**src/rtl/mff_fetch_ir.sv**
```systemverilog
// Show-ahead fifo reader and interpolation-rate phase counter for the clk_w domain.
// Optional `HOLD_ON_UNDERFLOW_EN: keep the previous I/Q on underflow instead of zeroing them.
module mff_fetch_ir #(
   parameter int unsigned DW     = 16,
   parameter int unsigned MAX_IR = 5,
   parameter int unsigned UCW    = 16
) (
   input  logic           clk,
   input  logic           rstin,
   input  logic [2:0]     ir,
   input  logic           bitsize,
   input  logic [DW-1:0]  fifo_in,
   input  logic           dav,
   output logic           rdreq,
   output logic [7:0]     state,
   output logic [DW-1:0]  i_out,
   output logic [DW-1:0]  q_out,
   output logic           sample_strb,
   output logic           underflow,
   input  logic           uf_clr,
   output logic [UCW-1:0] uf_count
);

   localparam int unsigned H        = DW / 2;
   localparam logic [2:0]  MAX_IR_W = 3'(MAX_IR);

   typedef enum logic [1:0] {F_I, F_Q, HAVE} fetch_t;

   fetch_t        fsm, nxt_fsm;
   logic [DW-1:0] i_lat, q_lat, nxt_i, nxt_q;
   logic [2:0]    ir_eff;
   logic [7:0]    mask;
   logic          pend, complete;

   assign ir_eff = (ir > MAX_IR_W) ? 3'd0 : ir;
   assign mask   = 8'((9'd8 << ir_eff) - 9'd1);
   assign pend   = (state == mask);
   assign rdreq  = rstin && dav && ((fsm == F_I) || (fsm == F_Q));

   // A read that completes the sample on the period-end cycle is forwarded straight to the outputs.
   always_comb begin
      nxt_i   = i_lat;
      nxt_q   = q_lat;
      nxt_fsm = fsm;
      case (fsm)
         F_I: if (rdreq) begin
            if (bitsize) begin
               nxt_i   = {fifo_in[DW-1:H], {H{1'b0}}};
               nxt_q   = {fifo_in[H-1:0], {H{1'b0}}};
               nxt_fsm = HAVE;
            end else begin
               nxt_i   = fifo_in;
               nxt_fsm = F_Q;
            end
         end
         F_Q: if (rdreq) begin
            nxt_q   = fifo_in;
            nxt_fsm = HAVE;
         end
         default: ;
      endcase
   end

   assign complete = (nxt_fsm == HAVE);

   always_ff @(posedge clk or negedge rstin) begin
      if (!rstin) begin
         state       <= '0;
         i_out       <= '0;
         q_out       <= '0;
         sample_strb <= 1'b0;
         underflow   <= 1'b0;
         uf_count    <= '0;
         i_lat       <= '0;
         q_lat       <= '0;
         fsm         <= F_I;
      end else begin
         state       <= (state + 8'd1) & mask;
         sample_strb <= 1'b0;
         underflow   <= 1'b0;
         i_lat       <= nxt_i;
         q_lat       <= nxt_q;
         if (pend && complete) begin
            i_out       <= nxt_i;
            q_out       <= nxt_q;
            sample_strb <= 1'b1;
            fsm         <= F_I;
         end else if (pend) begin
            underflow <= 1'b1;
`ifdef HOLD_ON_UNDERFLOW_EN
`else
            i_out     <= '0;
            q_out     <= '0;
`endif
            // An F_Q underflow stays in F_Q so the I/Q word pairing survives the boundary.
            fsm       <= nxt_fsm;
         end else begin
            fsm <= nxt_fsm;
         end
         if (uf_clr)
            uf_count <= '0;
         else if (pend && !complete && (uf_count != '1))
            uf_count <= uf_count + UCW'(1);
      end
   end

endmodule

```
**config.mk**
```make
export PLATFORM = sky130hd
export DESIGN_NAME = mff_fetch_ir
export DESIGN_NICKNAME = d
export VERILOG_FILES = /design/src/rtl/mff_fetch_ir.sv
export SDC_FILE = /design/constraint.sdc
export NUM_CORES = 1
export LEC_CHECK = 0
export CORE_ASPECT_RATIO = 0.7
export CORE_UTILIZATION = 25
export DETAILED_ROUTE_END_ITERATION = 16
export SLEW_MARGIN = 15
export SYNTH_ARGS = -nofsm -noshare
export SYNTH_HDL_FRONTEND = slang
export SYNTH_SLANG_ARGS = --single-unit
```
**constraint.sdc**
```tcl
create_clock -name clk -period 2.2 [get_ports clk]
set_input_delay 0.44 -clock clk [delete_from_list [all_inputs] [get_ports clk]]
set_output_delay 0.44 -clock clk [all_outputs]
set_load 0.03 [all_outputs]
```
==> metrics.md <==
| Metric | Value |
|---|---|
| Layout cell share with drive strength beyond 1 | `0.308` |
| Distinct cells, synth | `41` |
| Final Max Tran Viols | `0` |
| # hold bufs at CTS | `0` |
| Crit Path Class | `in2reg` |
| Synth Flop Type | `dfrtp_1` |
| Fill cells | `1523` |
| Crit share post-route | `1.09` |
| Antenna Violating Nets Remaining | `0` |
| Worst slew margin | `0.443` |
| Peak VDD IR | `0.359 mV` |
| Design area | `6500 µm²` |
| Number of remaining DRC errors | `0` |
| Unrepaired setup endpoints after global routing | `yes` |
| Per-cell routed wire length | `16.8 µm` |
| Setup violators final | `45` |
| Synth-to-layout area growth | `57.8%` |
| Final WL | `12600 µm` |
| H-tree levels | `3` |
| Register area share after synthesis | `0.559` |
| Post-synth design cell area | `4120 µm²` |
| Mapped Cells | `396` |
| Skew-Pair Late Insertion Delay | `0.35 ns` |
| Power density over the cells | `821 nW/µm²` |
| Net count, final | `557` |
| Total congestion overflow | `0` |
| Setup crit start kind | `input pin` |
| Initial DRC count | `161` |
| CP max FO | `5` |
| Clk_skew | `0.00791 ns` |
| Failing checks | `negative setup slack` |
| Synthesis Warnings | `0` |
| Worst Path Arrival | `2.66 ns` |
| Worst-path clk slew | `0.07 ns` |
| Clk buf depth | `2` |
| Die H | `109 µm` |
| Total chip power | `0.00534 W` |
| Routability cong. | `0.812` |
| Vias in the first global route | `3492` |
| Synthesized area per cell | `10.4 µm²` |
| Endpoints failing hold | `0` |
| Die W | `155 µm` |
| Synth area leaders | `dfrtp_1, nand2_1, mux2_2` |
| Synth top area share | `0.559` |
| Pre-CTS WS | `-1.11 ns` |
| N_diodes | `0` |
| Pin count of the biggest net entering global routing | `66` |
| IO buf count | `82` |
| Slew @ Worst Pin | `0.835 ns` |
| Final WS setup | `-0.189 ns` |
| Final min period | `2.39 ns` |
| DR vias/cell | `4.59` |
| #FFs+latches synth | `92` |
| DPL Wire Length | `8100 µm` |
| HP Class | `in2async` |
| Outcome | `finished with violations` |
| Slowest stage cell on the critical path | `or4_4` |
| Pleak | `2.80 nW` |
| CTS sink count | `92` |
| CP peak stage delay | `0.51 ns` |
| Maxcap violations | `0` |
| Area leader, netlist | `dfrtp_1` |
| Tot GR Track Use | `0.154` |
| Worst endpoint required time | `2.47 ns` |
| Worst path cell trace | `buf_8, or3b_4, ha_4, xnor2_4, a2111oi_4, and4b_4, nand3_4, or4_4, a21oi_2` |
| Multi-input gate area | `2150 µm²` |
| Crit end category | `flop` |
| Most frequent cells in the layout | `dfrtp_1, clkdlybuf4s50_1, nand2_1` |
| First-pass GRT wire length | `19600 µm` |
| F_max | `419 MHz` |
| Area of the core | `15800 µm²` |
| Most common cell after layout, fill and taps aside | `dfrtp_1` |
| CTS tree | `done` |
| Syn_nets | `423` |
| Hold WS | `0.138 ns` |
| Post-synth EDFFs | `0` |
| I/O pin cnt | `83` |
| FP Rows | `38` |
| CTS Root Cell | `clkbuf_16` |
| Reg area | `2300 µm²` |
| Die area | `17000 µm²` |
| Vias | `3469` |
| Initial Util | `0.261` |
| CTS buffer count | `9` |
| DP Area | `5570 µm²` |
| Initial antenna violation count | `0` |
| 1st-pass router iterations | `4` |
| Post-synth ARST share | `1.00` |
[power breakdown]
part	switching, W	total [W]	internal (W)	leakage, nW
clock	0.000684	0.00148	0.000795	0.135
sequential	0.000150	0.00219	0.00204	1.23
combinational	0.00100	0.00167	0.000662	1.44
[layout make-up]
cell class | instances | area share
Inverter | 8 | 0.00462
Sequential cell | 92 | 0.354
Timing Repair Buffer | 141 | 0.225
Tap cell | 220 | 0.0423
Clock buffer | 10 | 0.0368
Clock inverter | 6 | 0.00597
Multi-Input combinational cell | 278 | 0.331
[synth_stat cells (2+ instances only)]
master,count
and2_1,2
a22o_1,8
xor2_1,9
nor4_1,5
xnor2_1,4
mux2_2,19
a21oi_1,21
a22oi_1,8
o2bb2ai_1,9
o21ai_0,17
a31oi_1,2
nor2b_1,5
nand3b_1,10
o31ai_1,4
nand3_1,26
clkbuf_1,11
nor2_1,19
or3_1,6
or4_1,6
buf_2,8
mux2i_1,2
nand4_1,2
nand2b_1,2
ha_1,3
nor3b_1,2
dfrtp_1,92
nand2_1,73
inv_1,8
[sequential cells by signal (all words and copies together), names as in the netlist]
| name | count |
|---|---|
| sample_strb | 1 |
| uf_count | 16 |
| i_out | 16 |
| fsm | 2 |
| i_lat | 16 |
| underflow | 1 |
| state | 8 |
| q_lat | 16 |
| q_out | 16 |
[metal layers]
layer  share of wire  global-route usage  routed length [µm]
met4          0.0078              0.0476                  99
met5               0                   0                   0
met1            0.49               0.220                6140
met3           0.048              0.0441                 610
met2            0.46               0.223                5800
[path summary, 6_finish.rpt]
check                                            to               start  slack (ns)  depth (start not counted)
hold reg to reg                  i_lat[3]$_DFF_PN0_  i_lat[3]$_DFF_PN0_        0.46                          2
setup reg to reg           uf_count[15]$_DFFE_PN0P_  state[1]$_DFF_PN0_       -0.03                          7
min in group clk                 state[6]$_DFF_PN0_               ir[2]        0.38                          2
hold / removal              uf_count[0]$_DFFE_PN0P_               rstin        0.14                          2
max in group asynchronous     q_out[15]$_DFFE_PN0P_               rstin        0.89                          3
setup / recovery           uf_count[15]$_DFFE_PN0P_               ir[1]       -0.19                          9
[critical path, delay by kind of cell]
family | cells | cell delay [ns]
simple gates | 4 | 1.44
xor+xnor | 1 | 0.13
buf+inv | 1 | 0.10
compound gates | 2 | 0.31
fa+ha+maj | 1 | 0.25
[logic make-up (layout without fill, tap and decap cells)]
| kind of cell | count (synthesis) | count (layout) | share of synthesized area |
|---|---|---|---|
| xor+xnor | 13 | 13 | 0.0276 |
| compound gates | 73 | 73 | 0.119 |
| fa+ha+maj | 3 | 3 | 0.00911 |
| flops | 92 | 92 | 0.559 |
| buf+inv | 29 | 165 | 0.0307 |
| mux | 21 | 21 | 0.0568 |
| simple gates | 165 | 168 | 0.198 |
[per-stage QoR]
stage / std cells / utilization / setup TNS (ns)
global placement: 722 / 0.353 / -42.99
finish: 755 / 0.412 / -4.53
detailed placement: 722 / 0.353 / -47.74
global route: 755 / 0.412 / -7.74
floorplan: 396 / - / -13.17
CTS: 753 / 0.395 / -4.07
[repair_timing]
item,in CTS,in global routing
setup buffers,7,2
endpoints found under the hold margin,0,0
gates resized for setup,60,57
gates cloned,8,2
pin swaps,17,29
endpoints found under the setup margin,51,52
No activity file was read; power rests on OpenSTA's default activity.
